## config.mk

```make
export PLATFORM = sky130hd
export DESIGN_NAME = frame_minmax_tracker_flat
export DESIGN_NICKNAME = d
export VERILOG_FILES = /design/src/rtl/frame_minmax_tracker_if.sv /design/src/rtl/frame_minmax_tracker.sv /design/src/flat_wrapper.sv
export SDC_FILE = /design/constraint.sdc
export NUM_CORES = 1
export LEC_CHECK = 0
export CORE_MARGIN = 3
export CORE_UTILIZATION = 35
export CTS_CLUSTER_SIZE = 14
export DETAILED_ROUTE_END_ITERATION = 10
export GPL_TIMING_DRIVEN = 0
export PLACE_DENSITY = 0.66
export SKIP_CTS_REPAIR_TIMING = 1
export SYNTH_ARGS = -nofsm -noshare
export SYNTH_HDL_FRONTEND = slang
export SYNTH_SLANG_ARGS = --single-unit
```

## constraint.sdc

```tcl
create_clock -name clk -period 2.8 [get_ports clk]
set_clock_uncertainty 0.1 [all_clocks]
set_input_delay 0.56 -clock clk [delete_from_list [all_inputs] [get_ports clk]]
set_output_delay 0.56 -clock clk [all_outputs]
set_load 0.005 [all_outputs]
```

## src/rtl/frame_minmax_tracker_if.sv

```systemverilog
// Stream/record bundle for frame_minmax_tracker.
//   clear      : synchronous abort request
//   in_valid   : sample present on in_data
//   in_data    : unsigned sample
//   in_ready   : tracker accepts a sample this cycle
//   out_valid  : result record valid
//   out_ready  : consumer accepts the record
//   max_val/max_idx, min_val/min_idx, all_equal : result record fields
interface frame_minmax_tracker_if #(
    parameter int unsigned WIDTH = 8,
    parameter int unsigned IDX_W = 8
) ();
    logic             clear;
    logic             in_valid;
    logic [WIDTH-1:0] in_data;
    logic             in_ready;
    logic             out_valid;
    logic             out_ready;
    logic [WIDTH-1:0] max_val;
    logic [IDX_W-1:0] max_idx;
    logic [WIDTH-1:0] min_val;
    logic [IDX_W-1:0] min_idx;
    logic             all_equal;

    // Producer/consumer side
    modport master (
        output clear, in_valid, in_data, out_ready,
        input  in_ready, out_valid, max_val, max_idx, min_val, min_idx, all_equal
    );

    // Tracker side
    modport slave (
        input  clear, in_valid, in_data, out_ready,
        output in_ready, out_valid, max_val, max_idx, min_val, min_idx, all_equal
    );
endinterface

```

## src/rtl/frame_minmax_tracker.sv

```systemverilog
// Groups a valid/ready stream of unsigned samples into frames of FRAME_LEN
// samples and reports, per frame, the max/min values with the index of their
// first occurrence and whether all samples were equal.
// Ports:
//   clk   : rising-edge clock
//   reset : asynchronous, active-high
//   bus   : frame_minmax_tracker_if.slave (sample stream in, result record out,
//           synchronous clear). in_ready is combinational, all other outputs
//           are registered.
module frame_minmax_tracker #(
    parameter int unsigned WIDTH     = 8,
    parameter int unsigned FRAME_LEN = 16,
    parameter int unsigned IDX_W     = 8
) (
    input  logic                  clk,
    input  logic                  reset,
    frame_minmax_tracker_if.slave bus
);

    typedef enum logic {
        ACCUM  = 1'b0,
        REPORT = 1'b1
    } state_t;

    localparam logic [IDX_W-1:0] LAST_IDX = IDX_W'(FRAME_LEN - 1);

    // Magnitude comparator with l/e/g cascade; returns {l, e, g}.
    function automatic logic [2:0] cmp_lge(
        input logic [WIDTH-1:0] a,
        input logic [WIDTH-1:0] b,
        input logic             l_in,
        input logic             e_in,
        input logic             g_in
    );
        if (a < b) begin
            cmp_lge = 3'b100;
        end else if (a > b) begin
            cmp_lge = 3'b001;
        end else begin
            cmp_lge = {l_in, e_in, g_in};
        end
    endfunction

    state_t           state_q, state_d;
    logic [IDX_W-1:0] cnt_q, cnt_d;
    logic             out_valid_q, out_valid_d;
    logic [WIDTH-1:0] max_q, max_d;
    logic [WIDTH-1:0] min_q, min_d;
    logic [IDX_W-1:0] max_idx_q, max_idx_d;
    logic [IDX_W-1:0] min_idx_q, min_idx_d;
    logic             all_eq_q, all_eq_d;

    logic             in_ready_c;
    logic             xfer_c;
    logic [2:0]       cmp_max_c;
    logic [2:0]       cmp_min_c;

    // State and record registers
    always_ff @(posedge clk or posedge reset) begin
        if (reset) begin
            state_q     <= ACCUM;
            cnt_q       <= '0;
            out_valid_q <= 1'b0;
            max_q       <= '0;
            min_q       <= '1;
            max_idx_q   <= '0;
            min_idx_q   <= '0;
            all_eq_q    <= 1'b1;
        end else begin
            state_q     <= state_d;
            cnt_q       <= cnt_d;
            out_valid_q <= out_valid_d;
            max_q       <= max_d;
            min_q       <= min_d;
            max_idx_q   <= max_idx_d;
            min_idx_q   <= min_idx_d;
            all_eq_q    <= all_eq_d;
        end
    end

    // Next-state, running max/min update and handshake logic
    always_comb begin
        state_d     = state_q;
        cnt_d       = cnt_q;
        out_valid_d = out_valid_q;
        max_d       = max_q;
        min_d       = min_q;
        max_idx_d   = max_idx_q;
        min_idx_d   = min_idx_q;
        all_eq_d    = all_eq_q;

        // clear blocks acceptance in the same cycle so no sample slips in
        in_ready_c = (state_q == ACCUM) && !bus.clear;
        xfer_c     = bus.in_valid && in_ready_c;
        cmp_max_c  = cmp_lge(bus.in_data, max_q, 1'b0, 1'b1, 1'b0);
        cmp_min_c  = cmp_lge(bus.in_data, min_q, 1'b0, 1'b1, 1'b0);

        if (bus.clear) begin
            // Overrides any output handshake; record is dropped
            state_d     = ACCUM;
            cnt_d       = '0;
            out_valid_d = 1'b0;
        end else if (state_q == ACCUM) begin
            if (xfer_c) begin
                if (cnt_q == '0) begin
                    max_d     = bus.in_data;
                    min_d     = bus.in_data;
                    max_idx_d = '0;
                    min_idx_d = '0;
                    all_eq_d  = 1'b1;
                end else begin
                    // Strict compares so ties keep the earliest index
                    if (cmp_max_c[0]) begin
                        max_d     = bus.in_data;
                        max_idx_d = cnt_q;
                    end
                    if (cmp_min_c[2]) begin
                        min_d     = bus.in_data;
                        min_idx_d = cnt_q;
                    end
                    // Max before update equals sample 0 while all_equal holds
                    if (!cmp_max_c[1]) begin
                        all_eq_d = 1'b0;
                    end
                end

                if (cnt_q == LAST_IDX) begin
                    cnt_d       = '0;
                    state_d     = REPORT;
                    out_valid_d = 1'b1;
                end else begin
                    cnt_d = cnt_q + IDX_W'(1);
                end
            end
        end else begin
            if (bus.out_ready) begin
                out_valid_d = 1'b0;
                state_d     = ACCUM;
            end
        end
    end

    assign bus.in_ready  = in_ready_c;
    assign bus.out_valid = out_valid_q;
    assign bus.max_val   = max_q;
    assign bus.max_idx   = max_idx_q;
    assign bus.min_val   = min_q;
    assign bus.min_idx   = min_idx_q;
    assign bus.all_equal = all_eq_q;

endmodule

```

## src/flat_wrapper.sv

```systemverilog
// flat-port wrapper written by rule: the top's interface ports become plain ports
module frame_minmax_tracker_flat 
#(
    parameter int unsigned WIDTH     = 8,
    parameter int unsigned FRAME_LEN = 16,
    parameter int unsigned IDX_W     = 8
)
  (clk, reset, bus_clear, bus_in_valid, bus_in_data, bus_out_ready, bus_in_ready, bus_out_valid, bus_max_val, bus_max_idx, bus_min_val, bus_min_idx, bus_all_equal);
  frame_minmax_tracker_if #(.WIDTH(WIDTH), .IDX_W(IDX_W)) bus_i ();
  input  logic clk;
  input  logic reset;
  input wire logic [$bits(bus_i.clear)-1:0] bus_clear;
  input wire logic [$bits(bus_i.in_valid)-1:0] bus_in_valid;
  input wire logic [$bits(bus_i.in_data)-1:0] bus_in_data;
  input wire logic [$bits(bus_i.out_ready)-1:0] bus_out_ready;
  output wire logic [$bits(bus_i.in_ready)-1:0] bus_in_ready;
  output wire logic [$bits(bus_i.out_valid)-1:0] bus_out_valid;
  output wire logic [$bits(bus_i.max_val)-1:0] bus_max_val;
  output wire logic [$bits(bus_i.max_idx)-1:0] bus_max_idx;
  output wire logic [$bits(bus_i.min_val)-1:0] bus_min_val;
  output wire logic [$bits(bus_i.min_idx)-1:0] bus_min_idx;
  output wire logic [$bits(bus_i.all_equal)-1:0] bus_all_equal;
  assign bus_i.clear = bus_clear;
  assign bus_i.in_valid = bus_in_valid;
  assign bus_i.in_data = bus_in_data;
  assign bus_i.out_ready = bus_out_ready;
  assign bus_in_ready = bus_i.in_ready;
  assign bus_out_valid = bus_i.out_valid;
  assign bus_max_val = bus_i.max_val;
  assign bus_max_idx = bus_i.max_idx;
  assign bus_min_val = bus_i.min_val;
  assign bus_min_idx = bus_i.min_idx;
  assign bus_all_equal = bus_i.all_equal;
  frame_minmax_tracker #(.WIDTH(WIDTH), .FRAME_LEN(FRAME_LEN), .IDX_W(IDX_W)) u_core (.clk(clk), .reset(reset), .bus(bus_i));
endmodule
```

==> results of run 1 <==
per-stage QoR:
step / setup TNS (ns) / util, % / total power, uW / setup WS [ns]
after CTS: -0.01975 / 47.11 / 2067 / -0.01975
after detailed placement: -3.819 / 45.78 / 1670 / -0.2537
after global placement: -3.122 / 45.47 / 1636 / -0.2393
after floorplan: 0 / - / 1300 / 0.5272
final: 0 / 47.20 / 2038 / 0.1092
after global routing: 0 / 47.20 / 2204 / 0.04445
state kept, by name (all words and copies together), names as in the netlist:
signal                flops
u_core.state_q            1
u_core.bus.max_val        8
u_core.cnt_q              8
u_core.bus.min_idx        8
u_core.bus.all_equal      1
u_core.bus.out_valid      1
u_core.bus.max_idx        8
u_core.bus.min_val        8
area by class of cell:
class	count	area (um2)
Clock buffer	6	72.57
Inverter	22	82.58
Timing Repair Buffer	48	490.5
Multi-Input combinational cell	171	1120
Sequential cell	43	1087
Buffer	12	70.07
Clock inverter	2	12.51
Tap cell	77	96.34
Fill cell	636	3391
how the worst max path moves through the flow:
stage | from | end | cells after the start
detailed placement | bus_clear | u_core.bus.max_val[3]$_DFFE_PP0P_ | 6
global placement | bus_clear | u_core.bus.max_idx[5]$_DFFE_PP0P_ | 6
floorplan | u_core.bus.min_val[6]$_DFFE_PP1P_ | u_core.bus.min_val[1]$_DFFE_PP1P_ | 8
global route | bus_in_data[6] | u_core.bus.min_val[2]$_DFFE_PP1P_ | 8
finish | bus_clear | bus_in_ready | 4
CTS | bus_clear | bus_in_ready | 4
power breakdown:
group / internal, uW / leakage (uW) / switching, uW
Combinational: 437 / 0.000758 / 363
Clock: 175 / 0.0000412 / 214
Sequential: 762 / 0.000557 / 87.9
Total: 1370 / 0.00136 / 665
Yosys cell counts, types with 2 or more instances:
master                       n  area [um2]
sky130_fd_sc_hd__dfstp_2     9       236.5
sky130_fd_sc_hd__nor2_1     12       45.04
sky130_fd_sc_hd__dfrtp_1    34       850.8
sky130_fd_sc_hd__nand3_1     8       40.04
sky130_fd_sc_hd__mux2_4      7       105.1
sky130_fd_sc_hd__xor2_1      2       17.52
sky130_fd_sc_hd__mux2i_1     4       40.04
sky130_fd_sc_hd__a21oi_1     7       35.03
sky130_fd_sc_hd__buf_2       4       20.02
sky130_fd_sc_hd__a21o_1      3       22.52
sky130_fd_sc_hd__ha_1       17       212.7
sky130_fd_sc_hd__inv_1      22       82.58
sky130_fd_sc_hd__buf_1       2       7.510
sky130_fd_sc_hd__nand2_1    55       206.5
sky130_fd_sc_hd__and3_1      2       12.51
sky130_fd_sc_hd__clkbuf_1    3       11.26
sky130_fd_sc_hd__nor2b_1     2       12.51
sky130_fd_sc_hd__buf_6       2       22.52
sky130_fd_sc_hd__nor3_1      3       15.01
sky130_fd_sc_hd__nand2b_1    2       12.51
sky130_fd_sc_hd__a31oi_1     2       12.51
sky130_fd_sc_hd__o22ai_1    14       87.58
sky130_fd_sc_hd__a2bb2oi_1   2       17.52
sky130_fd_sc_hd__o21ai_0    13       65.06
sky130_fd_sc_hd__nand4_1     3       18.77
kinds of logic after synthesis:
logic type / count (synthesis)
AND/OR/NAND/NOR: 93
XOR/XNOR: 3
AO/OA/AOI/OAI: 47
buffers and inverters: 34
flip-flops: 43
adder cells (fa/ha/maj): 17
multiplexers: 11
critical path, stage by stage:
cell and delay, ns:
sky130_fd_sc_hd__clkdlybuf4s50_1 0.56, sky130_fd_sc_hd__clkbuf_2 0.27, sky130_fd_sc_hd__nor2_1 0.13, sky130_fd_sc_hd__clkdlybuf4s50_1 0.50
routing by layer:
layer / track usage, % / vias to the layer above / routed length (um)
met5: 0 / - / 0
met3: 3.763 / 10 / 225
met4: 4.603 / 0 / 94
met1: 21.71 / 925 / 2644
met2: 26.44 / 44 / 2778
li1: - / 950 / -
==> impl_results.md, run 1 <==
- Antenna cells: 0
- Final Cycle Share: 96.10%
- Number of placement rows: 29
- End of the worst register-to-register path: u_core.bus.min_val[5]$_DFFE_PP1P_
- Total core area: 0.006422 mm2
- Static Leak: 0.001356 uW
- Number of CTS-inserted buffers: 5
- Leading cell types in the layout, fill and taps excluded: 55 x sky130_fd_sc_hd__nand2_1, 47 x sky130_fd_sc_hd__clkdlybuf4s50_1, 34 x sky130_fd_sc_hd__dfrtp_1
- Final design instance area without fill: 0.003032 mm2
- First-pass GRT wire length: 9653 um
- Count of antenna-violating nets left after detailed routing: 0
- Final Routed Wirelength: 5743 um
- Hold Startpoint: u_core.bus.min_val[0]$_DFFE_PP1P_
- Critical setup path kind: in -> out
- Worst Tran Pin Value: 0.4903 ns
- Number of buffers on the longest clock path: 2
- Remaining max-slew budget at the tightest pin: 67.31%
- Synth Cell Area: 0.002354 mm2
- # setup viols final: 0
- Number of instances in the placed design: 373
- Max Cap Violations: 0
- Total number of clock tree sinks: 43
- Placer Congestion: 0.7973
- Initial antenna violation count: 0
- Worst reg2reg path startpoint: u_core.bus.min_val[6]$_DFFE_PP1P_
- Compound-Gate Fraction of Synth Area: 13.50%
- Total Routing Usage GR: 16.25%
- Leading cell type in the layout, fill and taps excluded: sky130_fd_sc_hd__nand2_1
- Top achievable clock speed: 0.3716 GHz
- Die outline height: 88 um
- Worst path required time: 2.14 ns
- Adder and majority gate portion of the synthesized area: 9.038%
- Setup repair after global routing missed its margin: false
- Worst min-delay path category: reg -> reg
- Layout overhead on the synthesized area: 28.81%
- Io pins: 48
- CP endpoint kind: output pin
- Peak VDD IR: 0.0002365 V
- Fraction of the mapped netlist area in simple logic gates: 17.54%
- End point of the most critical hold path: u_core.bus.min_val[0]$_DFFE_PP1P_
- Max Slew Vio Count: 0
- Clock tree from TritonCTS: yes
- Pin count of the biggest net entering global routing: 44
- Result of the run: complete, no violations
- Top FF cell, synth: sky130_fd_sc_hd__dfrtp_1
- FF+latch count, synth: 43
- CP Data Arrival Time: 2.03 ns
- Post-route DRC: 0
- Vias in the first global route: 1940
- Count of buffers from port buffering: 47
- Master cell of the clock root buffer: sky130_fd_sc_hd__clkbuf_8
- Avg Synthesized Cell Area: 9.490 um2
- Hold violation total from the final report: 0
- Count of distinct cell types in the synthesized netlist: 39
- Residual overflow from global routing: 0
- Post-DR wirelength/cell: 15.07 um
- Minimum clock period after layout: 2.691 ns
- Share of synthesized flip-flops with an asynchronous set or reset: 100.0%
- Post-synth net total: 278
- Fraction of layout cells with a size suffix above 1: 13.16%
- Post-synth EDFFs: 0
- Portion of netlist area occupied by mux cells: 6.167%
- Post-detailed-placement cell area: 0.002940 mm2
- Initial standard-cell utilization of the core: 36.65%
- Main combinational cell family by area after synthesis: simple AND/OR/NAND/NOR gates
- Detailed-route vias per instance: 5.063
- Sequential area share after synthesis: 46.20%
- H-Tree Depth: 2
- Critical Path Source Type: input pin
- Worst-path fanout max: 10
- Reg2Reg Setup Slack: 0.33 ns
- Total half-perimeter wirelength after legalization and detailed placement: 4261 um
- Post-layout instance count excluding filler cells: 381
- Clock slew at the register clock pins of the worst setup and hold paths: 0.08 ns
- Clock Latency Late Sink: 0.29 ns
- Die Area: 0.007744 mm2
- Vias: 1929
- Post-layout nets: 333
- Yosys warning count: 0
- DRT Pass-1 Iters: 4
- Floorplan die width: 88 um
- Worst R2R Path Depth: 8
- Drt first-iter violations: 88
- Gate count after technology mapping: 248
- Worst hold slack across all endpoints: 0.4022 ns
- Cell Pwr Density: 672.4 mW/mm2
- Share of the synthesized netlist area taken by xor and xnor gates: 1.116%
- Worst hold stages: 2
Power figures use the tool's default switching activity.
==> run 2: changes to the inputs <==
- CORE_UTILIZATION: 35 -> 51
- PLACE_DENSITY: 0.66 -> 0.87
==> run 2 against run 1 <==
Against the previous run:
- hold slack improved by 0.0072 ns
- clock power grew 33%
- global-route usage grew 5.3 points
- cell area decreased by 0.66%
- critical endpoint is now u_core.bus.max_val[1]$_DFFE_PP0P_
==> impl_results.md, run 2 (synthesis gave the netlist of run 1 again) <==
- Post-layout instance count excluding filler cells: 355 (was 381)
- Count of buffers from port buffering: 47 (unchanged)
- Clock slew at the register clock pins of the worst setup and hold paths: 0.08 ns (about the same)
- CP Data Arrival Time: 2.71 ns (was 2.03 ns)
- Count of antenna-violating nets left after detailed routing: 0 (unchanged)
- CP endpoint kind: register (was output pin)
- Portion of total power attributed to sequential cells: 39.5% (was 41.7%)
- Post-Route Setup TNS: 0 ns (unchanged)
- Io pins: 48 (unchanged)
- Worst-path fanout max: 10 (unchanged)
- Number of CTS-inserted buffers: 5 (unchanged)
- Max Cap Violations: 0 (unchanged)
- Total number of clock tree sinks: 43 (unchanged)
- Post-DR wirelength/cell: 15.17 um (was 15.07 um)
- Leading cell types in the layout, fill and taps excluded: 55 x sky130_fd_sc_hd__nand2_1, 47 x sky130_fd_sc_hd__clkdlybuf4s50_1, 34 x sky130_fd_sc_hd__dfrtp_1 (unchanged)
- Max Slew Vio Count: 0 (unchanged)
- P_int: 1489 uW (was 1373 uW)
- Post-route DRC: 0 (unchanged)
- Worst path required time: 2.88 ns (was 2.14 ns)
- Worst min-delay path category: reg -> reg (unchanged)
- Vias: 1979 (was 1929)
- First-pass GRT wire length: 9045 um (was 9653 um)
- Die Area: 0.005466 mm2 (was 0.007744 mm2)
- Clock tree from TritonCTS: yes (unchanged)
- Worst hold slack across all endpoints: 0.4094 ns (was 0.4022 ns)
- Detailed-route vias per instance: 5.575 (was 5.063)
- Switching part of the total: 30.79% (was 32.64%)
- Clock Latency Late Sink: 0.31 ns (was 0.29 ns)
- Critical setup path kind: in -> reg (was in -> out)
- Fillcell total: 331 (was 636)
- Residual overflow from global routing: 0 (unchanged)
- Remaining max-slew budget at the tightest pin: 41.26% (was 67.31%)
- Combinational share of power: 36.5% (was 39.3%)
- Initial antenna violation count: 0 (unchanged)
- Final Routed Wirelength: 5387 um (was 5743 um)
- Net switching component of the power: 662.4 uW (was 665.3 uW)
- H-Tree Depth: 2 (unchanged)
- Leading cell type in the layout, fill and taps excluded: sky130_fd_sc_hd__nand2_1 (unchanged)
- Total core area: 0.004414 mm2 (was 0.006422 mm2)
- Layout Utilization: 68.23% (was 47.20%)
- Number of placement rows: 24 (was 29)
- Peak VDD IR: 0.0003894 V (was 0.0002365 V)
- Die outline height: 73.93 um (was 88 um)
- Number of instances in the placed design: 347 (was 373)
- Drt first-iter violations: 127 (was 88)
- Vias in the first global route: 1979 (was 1940)
- Floorplan die width: 73.93 um (was 88 um)
- Cell Pwr Density: 714.4 mW/mm2 (was 672.4 mW/mm2)
- Worst Tran Pin Value: 0.8798 ns (was 0.4903 ns)
- Layout overhead on the synthesized area: 27.96% (was 28.81%)
- Minimum clock period after layout: 2.638 ns (was 2.691 ns)
- Number of buffers on the longest clock path: 2 (unchanged)
- Post-layout nets: 332 (was 333)
- Total Routing Usage GR: 21.59% (was 16.25%)
- Static Leak: 0.001365 uW (was 0.001356 uW)
- # setup viols final: 0 (unchanged)
- Pin count of the biggest net entering global routing: 44 (unchanged)
- DRT Pass-1 Iters: 4 (unchanged)
- Master cell of the clock root buffer: sky130_fd_sc_hd__clkbuf_8 (unchanged)
- Fraction of layout cells with a size suffix above 1: 12.87% (was 13.16%)
- Total half-perimeter wirelength after legalization and detailed placement: 3975 um (was 4261 um)
- Hold violation total from the final report: 0 (unchanged)
- Critical Path Source Type: input pin (unchanged)
- Setup repair after global routing missed its margin: false (unchanged)
- Result of the run: complete, no violations (unchanged)
- Final Cycle Share: 94.21% (was 96.10%)
- Antenna cells: 0 (unchanged)
- Clk network pwr share: 24.0% (was 19.1%)
- Placer Congestion: 0.8671 (was 0.7973)
- Top achievable clock speed: 0.3791 GHz (was 0.3716 GHz)
- Initial standard-cell utilization of the core: 53.32% (was 36.65%)
==> run 2: worst paths after layout <==
path,from,end,slack (ns),cells past startpoint
max,bus_clear,u_core.bus.max_val[1]$_DFFE_PP0P_,0.16,6
min,u_core.bus.min_val[0]$_DFFE_PP1P_,u_core.bus.min_val[0]$_DFFE_PP1P_,0.41,2
max reg2reg,u_core.bus.min_val[6]$_DFFE_PP1P_,u_core.bus.min_val[3]$_DFFE_PP1P_,0.37,8
min reg2reg,u_core.bus.min_val[0]$_DFFE_PP1P_,u_core.bus.min_val[0]$_DFFE_PP1P_,0.41,2
max in group asynchronous,reset,u_core.bus.max_val[3]$_DFFE_PP0P_,1.39,2
min in group asynchronous,reset,u_core.bus.min_idx[0]$_DFFE_PP0P_,0.66,2
==> run 2: routing by layer <==
metal | vias to the layer above | global-route usage [%] | wire (um)
li1 | 956 | - | -
met2 | 63 | 35.63 | 2674
met1 | 951 | 27.77 | 2347
met4 | 0 | 7.646 | 76
met3 | 9 | 5.270 | 289
met5 | - | 0 | 0
==> run 2: layout make-up <==
class	count	area, um2	area share (%)
clock buffers	6	82.58	2.742
clock inverters	2	38.79	1.288
inverters	22	82.58	2.742
repair buffers	47	470.5	15.62
multi-input cells	171	1115	37.02
flip-flops and latches	43	1087	36.10
plain buffers	12	70.07	2.327
well taps	52	65.06	2.160
==> run 2: power by group through the flow <==
stage               Clock, uW  Sequential [uW]  Combinational, uW
global route              552              865                873
floorplan                   0              856                444
detailed placement          0              862                790
global placement            0              857                761
finish                    517              849                786
CTS                       525              850                793
==> run 2: metrics by stage <==
step / setup slack [ns] / area [um2] / power, uW
floorplan: 0.5272 / 2354 / 1300
global placement: -0.1282 / 2889 / 1618
detailed placement: -0.1277 / 2889 / 1651
CTS: 0.02436 / 3010 / 2168
global route: 0.07185 / 3012 / 2290
finish: 0.1622 / 3012 / 2152
==> run 2: critical path: stages <==
cell,delay (ns)
sky130_fd_sc_hd__clkdlybuf4s50_1,0.53
sky130_fd_sc_hd__nor3b_1,0.50
sky130_fd_sc_hd__o21ai_0,0.30
sky130_fd_sc_hd__a21oi_2,0.40
sky130_fd_sc_hd__buf_2,0.31
sky130_fd_sc_hd__o22ai_1,0.12
